## src/rtl/byte_serializer_pkg.sv

```systemverilog
// Shared constants, state encoding and byte-order helpers for the byte serializer.
package byte_serializer_pkg;

   localparam logic [7:0] IDLE_BYTE_DEFAULT = 8'hBC;
   localparam int         FIFO_DEPTH        = 2;

   typedef enum logic {
      ST_IDLE = 1'b0,
      ST_SEND = 1'b1
   } state_e;

   // Byte that leaves first for the given word and byte order.
   function automatic logic [7:0] lead_byte(input logic [31:0] word, input logic msb_first);
      return msb_first ? word[31:24] : word[7:0];
   endfunction

   // Word with its leading byte consumed, so the next byte becomes the lead byte.
   function automatic logic [31:0] shift_word(input logic [31:0] word, input logic msb_first);
      return msb_first ? {word[23:0], 8'h00} : {8'h00, word[31:8]};
   endfunction

endpackage

```

## src/rtl/word_fifo2.sv

```systemverilog
// Two-entry word FIFO with occupancy count; push when full and pop when empty are ignored.
module word_fifo2
   import byte_serializer_pkg::*;
#(
   parameter int W = 32
) (
   input  logic         clk,
   input  logic         srst,
   input  logic         push,
   input  logic         pop,
   input  logic [W-1:0] din,
   output logic [W-1:0] dout,
   output logic         empty,
   output logic         full,
   output logic [1:0]   occupancy
);

   logic [W-1:0] mem_q [FIFO_DEPTH];
   logic         wr_ptr_q;
   logic         rd_ptr_q;
   logic [1:0]   occ_q;
   logic         push_ok;
   logic         pop_ok;

   assign empty     = (occ_q == 2'd0);
   assign full      = (occ_q == 2'(FIFO_DEPTH));
   assign occupancy = occ_q;
   assign push_ok   = push & ~full;
   assign pop_ok    = pop & ~empty;
   assign dout      = mem_q[rd_ptr_q];

   // Storage entries carry no reset; only pointers and count define validity.
   for (genvar gi = 0; gi < FIFO_DEPTH; gi++) begin : g_entry
      always_ff @(posedge clk) begin
         if (push_ok && (wr_ptr_q == 1'(gi))) begin
            mem_q[gi] <= din;
         end
      end
   end

   // Pointer and occupancy bookkeeping; simultaneous push and pop keeps the count.
   always_ff @(posedge clk) begin
      if (srst) begin
         wr_ptr_q <= 1'b0;
         rd_ptr_q <= 1'b0;
         occ_q    <= 2'd0;
      end else begin
         if (push_ok) wr_ptr_q <= ~wr_ptr_q;
         if (pop_ok)  rd_ptr_q <= ~rd_ptr_q;
         occ_q <= occ_q + {1'b0, push_ok} - {1'b0, pop_ok};
      end
   end

endmodule

```

## src/rtl/byte_serializer.sv

```systemverilog
// Serializes 32-bit words into a byte stream, emitting a comma code when no data is pending.
module byte_serializer
   import byte_serializer_pkg::*;
#(
   parameter logic [7:0] IDLE_BYTE = IDLE_BYTE_DEFAULT,
   parameter bit         MSB_FIRST = 1'b1
) (
   input  logic        clk_4f,
   input  logic        reset,
   input  logic [31:0] data_in,
   input  logic        valid_in,
   output logic        ready_in,
   output logic [7:0]  data_out,
   output logic        valid_out,
   output logic        k_out,
   output logic        err_ovf
);

   state_e      state_q, state_d;
   logic [1:0]  cnt_q, cnt_d;
   logic [31:0] shift_q, shift_d;
   logic [7:0]  data_q, data_d;
   logic        valid_q, valid_d;
   logic        k_q, k_d;
   logic        err_q, err_d;

   logic        fifo_push;
   logic        fifo_pop;
   logic [31:0] fifo_dout;
   logic        fifo_empty;
   logic        fifo_full;
   logic [1:0]  fifo_occ;

   assign ready_in  = (fifo_occ < 2'(FIFO_DEPTH));
   assign fifo_push = valid_in & ready_in;
   // A new word is taken whenever the shifter is free: in IDLE, or on the last byte of a word.
   assign fifo_pop  = ~fifo_empty & ((state_q == ST_IDLE) || (cnt_q == 2'd3));

   word_fifo2 #(.W(32)) u_fifo (
      .clk       (clk_4f),
      .srst      (reset),
      .push      (fifo_push),
      .pop       (fifo_pop),
      .din       (data_in),
      .dout      (fifo_dout),
      .empty     (fifo_empty),
      .full      (fifo_full),
      .occupancy (fifo_occ)
   );

   // State register plus registered datapath and outputs.
   always_ff @(posedge clk_4f) begin
      if (reset) begin
         state_q <= ST_IDLE;
         cnt_q   <= 2'd0;
         shift_q <= 32'd0;
         data_q  <= IDLE_BYTE;
         valid_q <= 1'b0;
         k_q     <= 1'b1;
         err_q   <= 1'b0;
      end else begin
         state_q <= state_d;
         cnt_q   <= cnt_d;
         shift_q <= shift_d;
         data_q  <= data_d;
         valid_q <= valid_d;
         k_q     <= k_d;
         err_q   <= err_d;
      end
   end

   // Next-state: leave IDLE as soon as a word is buffered, fall back only after byte 3 with nothing queued.
   always_comb begin
      state_d = state_q;
      case (state_q)
         ST_IDLE: if (!fifo_empty) state_d = ST_SEND;
         ST_SEND: if ((cnt_q == 2'd3) && fifo_empty) state_d = ST_IDLE;
         default: state_d = ST_IDLE;
      endcase
   end

   // Next registered outputs: load a word, step through its bytes, or emit the comma code.
   always_comb begin
      cnt_d   = cnt_q;
      shift_d = shift_q;
      data_d  = data_q;
      valid_d = valid_q;
      k_d     = k_q;
      err_d   = err_q | (valid_in & fifo_full);
      if (fifo_pop) begin
         data_d  = lead_byte(fifo_dout, MSB_FIRST);
         shift_d = shift_word(fifo_dout, MSB_FIRST);
         cnt_d   = 2'd0;
         valid_d = 1'b1;
         k_d     = 1'b0;
      end else if ((state_q == ST_SEND) && (cnt_q != 2'd3)) begin
         data_d  = lead_byte(shift_q, MSB_FIRST);
         shift_d = shift_word(shift_q, MSB_FIRST);
         cnt_d   = cnt_q + 2'd1;
         valid_d = 1'b1;
         k_d     = 1'b0;
      end else begin
         data_d  = IDLE_BYTE;
         cnt_d   = 2'd0;
         valid_d = 1'b0;
         k_d     = 1'b1;
      end
   end

   assign data_out  = data_q;
   assign valid_out = valid_q;
   assign k_out     = k_q;
   assign err_ovf   = err_q;

endmodule

```

## config.mk

```make
export PLATFORM = sky130hd
export DESIGN_NAME = byte_serializer
export DESIGN_NICKNAME = d
export VERILOG_FILES = /design/src/rtl/byte_serializer_pkg.sv /design/src/rtl/word_fifo2.sv /design/src/rtl/byte_serializer.sv
export SDC_FILE = /design/constraint.sdc
export NUM_CORES = 1
export LEC_CHECK = 0
export ABC_CLOCK_PERIOD_IN_PS = 2500
export CAP_MARGIN = 20
export CORE_MARGIN = 4
export CORE_UTILIZATION = 40
export DETAILED_ROUTE_END_ITERATION = 10
export PLACE_DENSITY = 0.61
export SYNTH_ARGS = -nofsm -noshare
export SYNTH_HDL_FRONTEND = slang
export SYNTH_SLANG_ARGS = --single-unit
```

## constraint.sdc

```tcl
create_clock -name clk_4f -period 2.5 [get_ports clk_4f]
set_input_delay 0.5 -clock clk_4f [delete_from_list [all_inputs] [get_ports clk_4f]]
set_output_delay 0.5 -clock clk_4f [all_outputs]
set_load 0.01 [all_outputs]
```

==> reports/metrics.csv <==
stage;metric;value;unit
status;status;completed;
die;io_pins;47;
power_and_ir_drop;clock_power_share;0.220;
die;start_util;0.413;
global_routing;grtUsageMet3;0.0426;
timing;finalSetupViolCount;0;
global_routing;grt_pass1_vias;2257;
clock_tree;clk_latency;350;ps
power_and_ir_drop;power_frac_seq;0.501;
routing;vias_per_cell;4.85;
synth;netlist_area;0.00406;mm2
clock_tree;numCtsBuffers;9;
hold_path;whs_path_depth;1;
global_routing;met1_usage;0.157;
timing;worst_slew_pin_slew;708;ps
placed_design;place_hpwl;4590;um
synth;synth_top_area_cell;edfxtp_1;
routing;drt-total-wl;6970;um
global_routing;grt_overflow;0;
synth;yosys_warnings;0;
timing;setup_ws;557;ps
timing;relSlewSlack;0.528;
synth;synth.area.top_cells;edfxtp_1, dfxtp_1, a211oi_1, o31ai_2, nor2_1;
power_and_ir_drop;comb_power_share;0.278;
global_routing;use_met2;0.219;
power_and_ir_drop;p_leak;1.66;nW
power_and_ir_drop;p_sw_frac;0.308;
setup_path;r2r_end;u_fifo.occupancy[1];
finish;nFillCells;918;
setup_path;reg2reg_from;cnt_q[0];
timing;fmax;515;MHz
clock_tree;cts_resized;0;
clock_tree;cts.sinks;107;
routing;wl_per_cell;14.6;um
synth;syn_avg_cell_area;13.9;um2
clock_tree;ctsHtreeMaxLevel;3;
routing;drt_iter0_markers;67;
finish;drive_gt1_frac;0.122;
hold_path;hold_path_startpoint;cnt_q[0];
die;core-area;0.00982;mm2
power_and_ir_drop;p_int;3.47;mW
synth;synth_cells;292;
power_and_ir_drop;p_per_area;1040;mW/mm2
placed_design;globalplace.congestion;0.738;
timing;rsz0062_at_grt;no;
finish;area_delta_synth_final;19.1;%
flow_run;max_cap_viol_count;0;
finish;final_nets;377;
setup_path;rrSetupSlack;560;ps
setup_path;cp.required;2740;ps
routing;drc;0;
hold_path;whs_endpoint;cnt_q[0];
clock_tree;postCtsHoldBufs;0;
die;die-width;109;um
global_routing;grt.busiest_layer;met2;
setup_path;r2r_cells;9;
synth;ys_seq_area_frac;0.686;
finish;final_common_cell;edfxtp_1;
timing;finalHoldViolCount;0;
global_routing;grt_pass1_wl;11400;um
global_routing;antenna_found_initial;0;
timing;finalClockSkew;10.2;ps
routing;first_pass_iters;4;
clock_tree;cts_buffer_depth;2;
synth;synth-seq-cells;107;
synth;synth_nets;330;
clock_tree;clk_pin_slew;90;ps
placed_design;place_ws;323;ps
routing;ant_nets;0;
die;fp.dieH;109;um
setup_path;crit_type;reg2reg;
timing;min_period;1940;ps
die;dieArea;0.0118;mm2
power_and_ir_drop;peakVddDrop;447;uV
global_routing;grt_max_degree;35;
placed_design;io_buffers;46;
global_routing;grt_usage;0.129;
routing;num_vias;2315;
timing;post-route-period-util;0.777;
setup_path;cp-end-kind;register;
setup_path;arrival;2180;ps
setup_path;worstSetupStartpointType;register;
die;rows;36;
clock_tree;clockRootBuffer;clkbuf_8;
hold_path;hold_class;reg2reg;
finish;utilization;0.492;
synth;yosysUniqueCellTypes;34;
timing;fin_tns_setup;0;ps
finish;final_cell_mix;edfxtp_1, clkdlybuf4s50_1, dfxtp_1, nor2_1, a211oi_1;
clock_tree;cts_tree;built;
power_and_ir_drop;netSwitchingPower;1.54;mW
setup_path;path_max_fanout;8;
clock_tree;cts_setup_buffers;0;
finish;antenna_cells;0;
timing;slew_viol_final;0;
synth;synth_top_area_share;0.474;
[cell families after synthesis]
| group | synth area share |
|---|---|
| AOI/OAI and AO/OA | 0.124 |
| adders and majority gates | 0.00926 |
| buffers and inverters | 0.0432 |
| DFF | 0.686 |
| xor gates and xnor gates | 0.00648 |
| muxes | 0.0272 |
| and+or+nand+nor | 0.103 |
[through the flow]
step	hold WS, ps	area, um2	instances	power [mW]
after floorplan	406	4060	292	3.58
after global placement	416	4610	461	3.94
after detailed placement	443	4610	461	3.98
after CTS	456	4830	477	5.08
after global routing	480	4830	477	5.35
final	447	4830	477	5.01
[worst max path at each step]
stage                   from                   to  cells past startpoint
detailed placement  valid_in   u_fifo.mem_q[0][8]                      4
CTS                 cnt_q[0]  u_fifo.occupancy[1]                      9
global placement    valid_in  u_fifo.mem_q[0][22]                      4
global route        cnt_q[0]  u_fifo.occupancy[1]                      9
floorplan           valid_in   u_fifo.mem_q[0][0]                      2
finish              cnt_q[0]  u_fifo.occupancy[1]                      9
[cells in the mapped netlist]
library cell,instances
a2111oi_0,2
a2111oi_1,2
a2111oi_2,1
a211oi_1,24
a21oi_1,4
a31oi_1,1
and2_1,2
and2b_1,5
buf_12,1
buf_2,6
buf_4,2
buf_6,6
buf_8,1
clkbuf_1,2
clkbuf_2,1
dfxtp_1,43
edfxtp_1,64
ha_1,3
inv_1,4
mux2i_1,11
nand2_1,19
nand2b_1,1
nand2b_4,1
nor2_1,34
nor2b_1,20
nor3_1,1
nor3b_1,1
o21ai_0,1
o21bai_1,5
o31ai_1,7
o31ai_2,12
or2_1,1
or3_1,1
xnor2_1,3
[state kept, by name, summed over array words and instances, names as in the netlist, named ones only]
name / flops
u_fifo.mem_q: 64
valid_out: 1
u_fifo.occupancy: 2
u_fifo.rd_ptr_q: 1
data_out: 8
cnt_q: 2
k_out: 1
u_fifo.wr_ptr_q: 1
state_q: 1
err_ovf: 1
shift_q: 24
[worst max-delay path: stages, from the launching register on]
cell	delay, ps
dfxtp_1	330
ha_1	230
and2b_1	380
nor2_1	80
ha_1	270
inv_1	40
ha_1	170
xnor2_1	160
xnor2_1	130
nor2_1	50
[power by group through the flow]
stage / Sequential (mW) / Combinational (mW) / Clock (mW)
2_1_floorplan: 2.47 / 1.11 / 0
3_3_place_gp: 2.54 / 1.40 / 0
3_5_place_dp: 2.55 / 1.42 / 0
4_1_cts: 2.51 / 1.43 / 1.14
5_1_grt: 2.56 / 1.57 / 1.21
6_report: 2.51 / 1.40 / 1.10
[area by class of cell]
class | instances | area (um2) | share of cell area
Tap cell | 133 | 166 | 0.0345
Timing Repair Buffer | 55 | 541 | 0.112
Multi-Input combinational cell | 162 | 1110 | 0.229
Clock buffer | 10 | 128 | 0.0264
Sequential cell | 107 | 2780 | 0.576
Clock inverter | 6 | 88.8 | 0.0184
Inverter | 4 | 15.0 | 0.00311
[routing by layer]
metal | part of all wire | vias to the layer above | wire length [um]
met4 | 0.0095 | 0 | 66
met5 | 0 | - | 0
met2 | 0.48 | 44 | 3350
met3 | 0.054 | 5 | 375
li1 | - | 1160 | -
met1 | 0.46 | 1106 | 3180
Power figures use the tool's default switching activity.
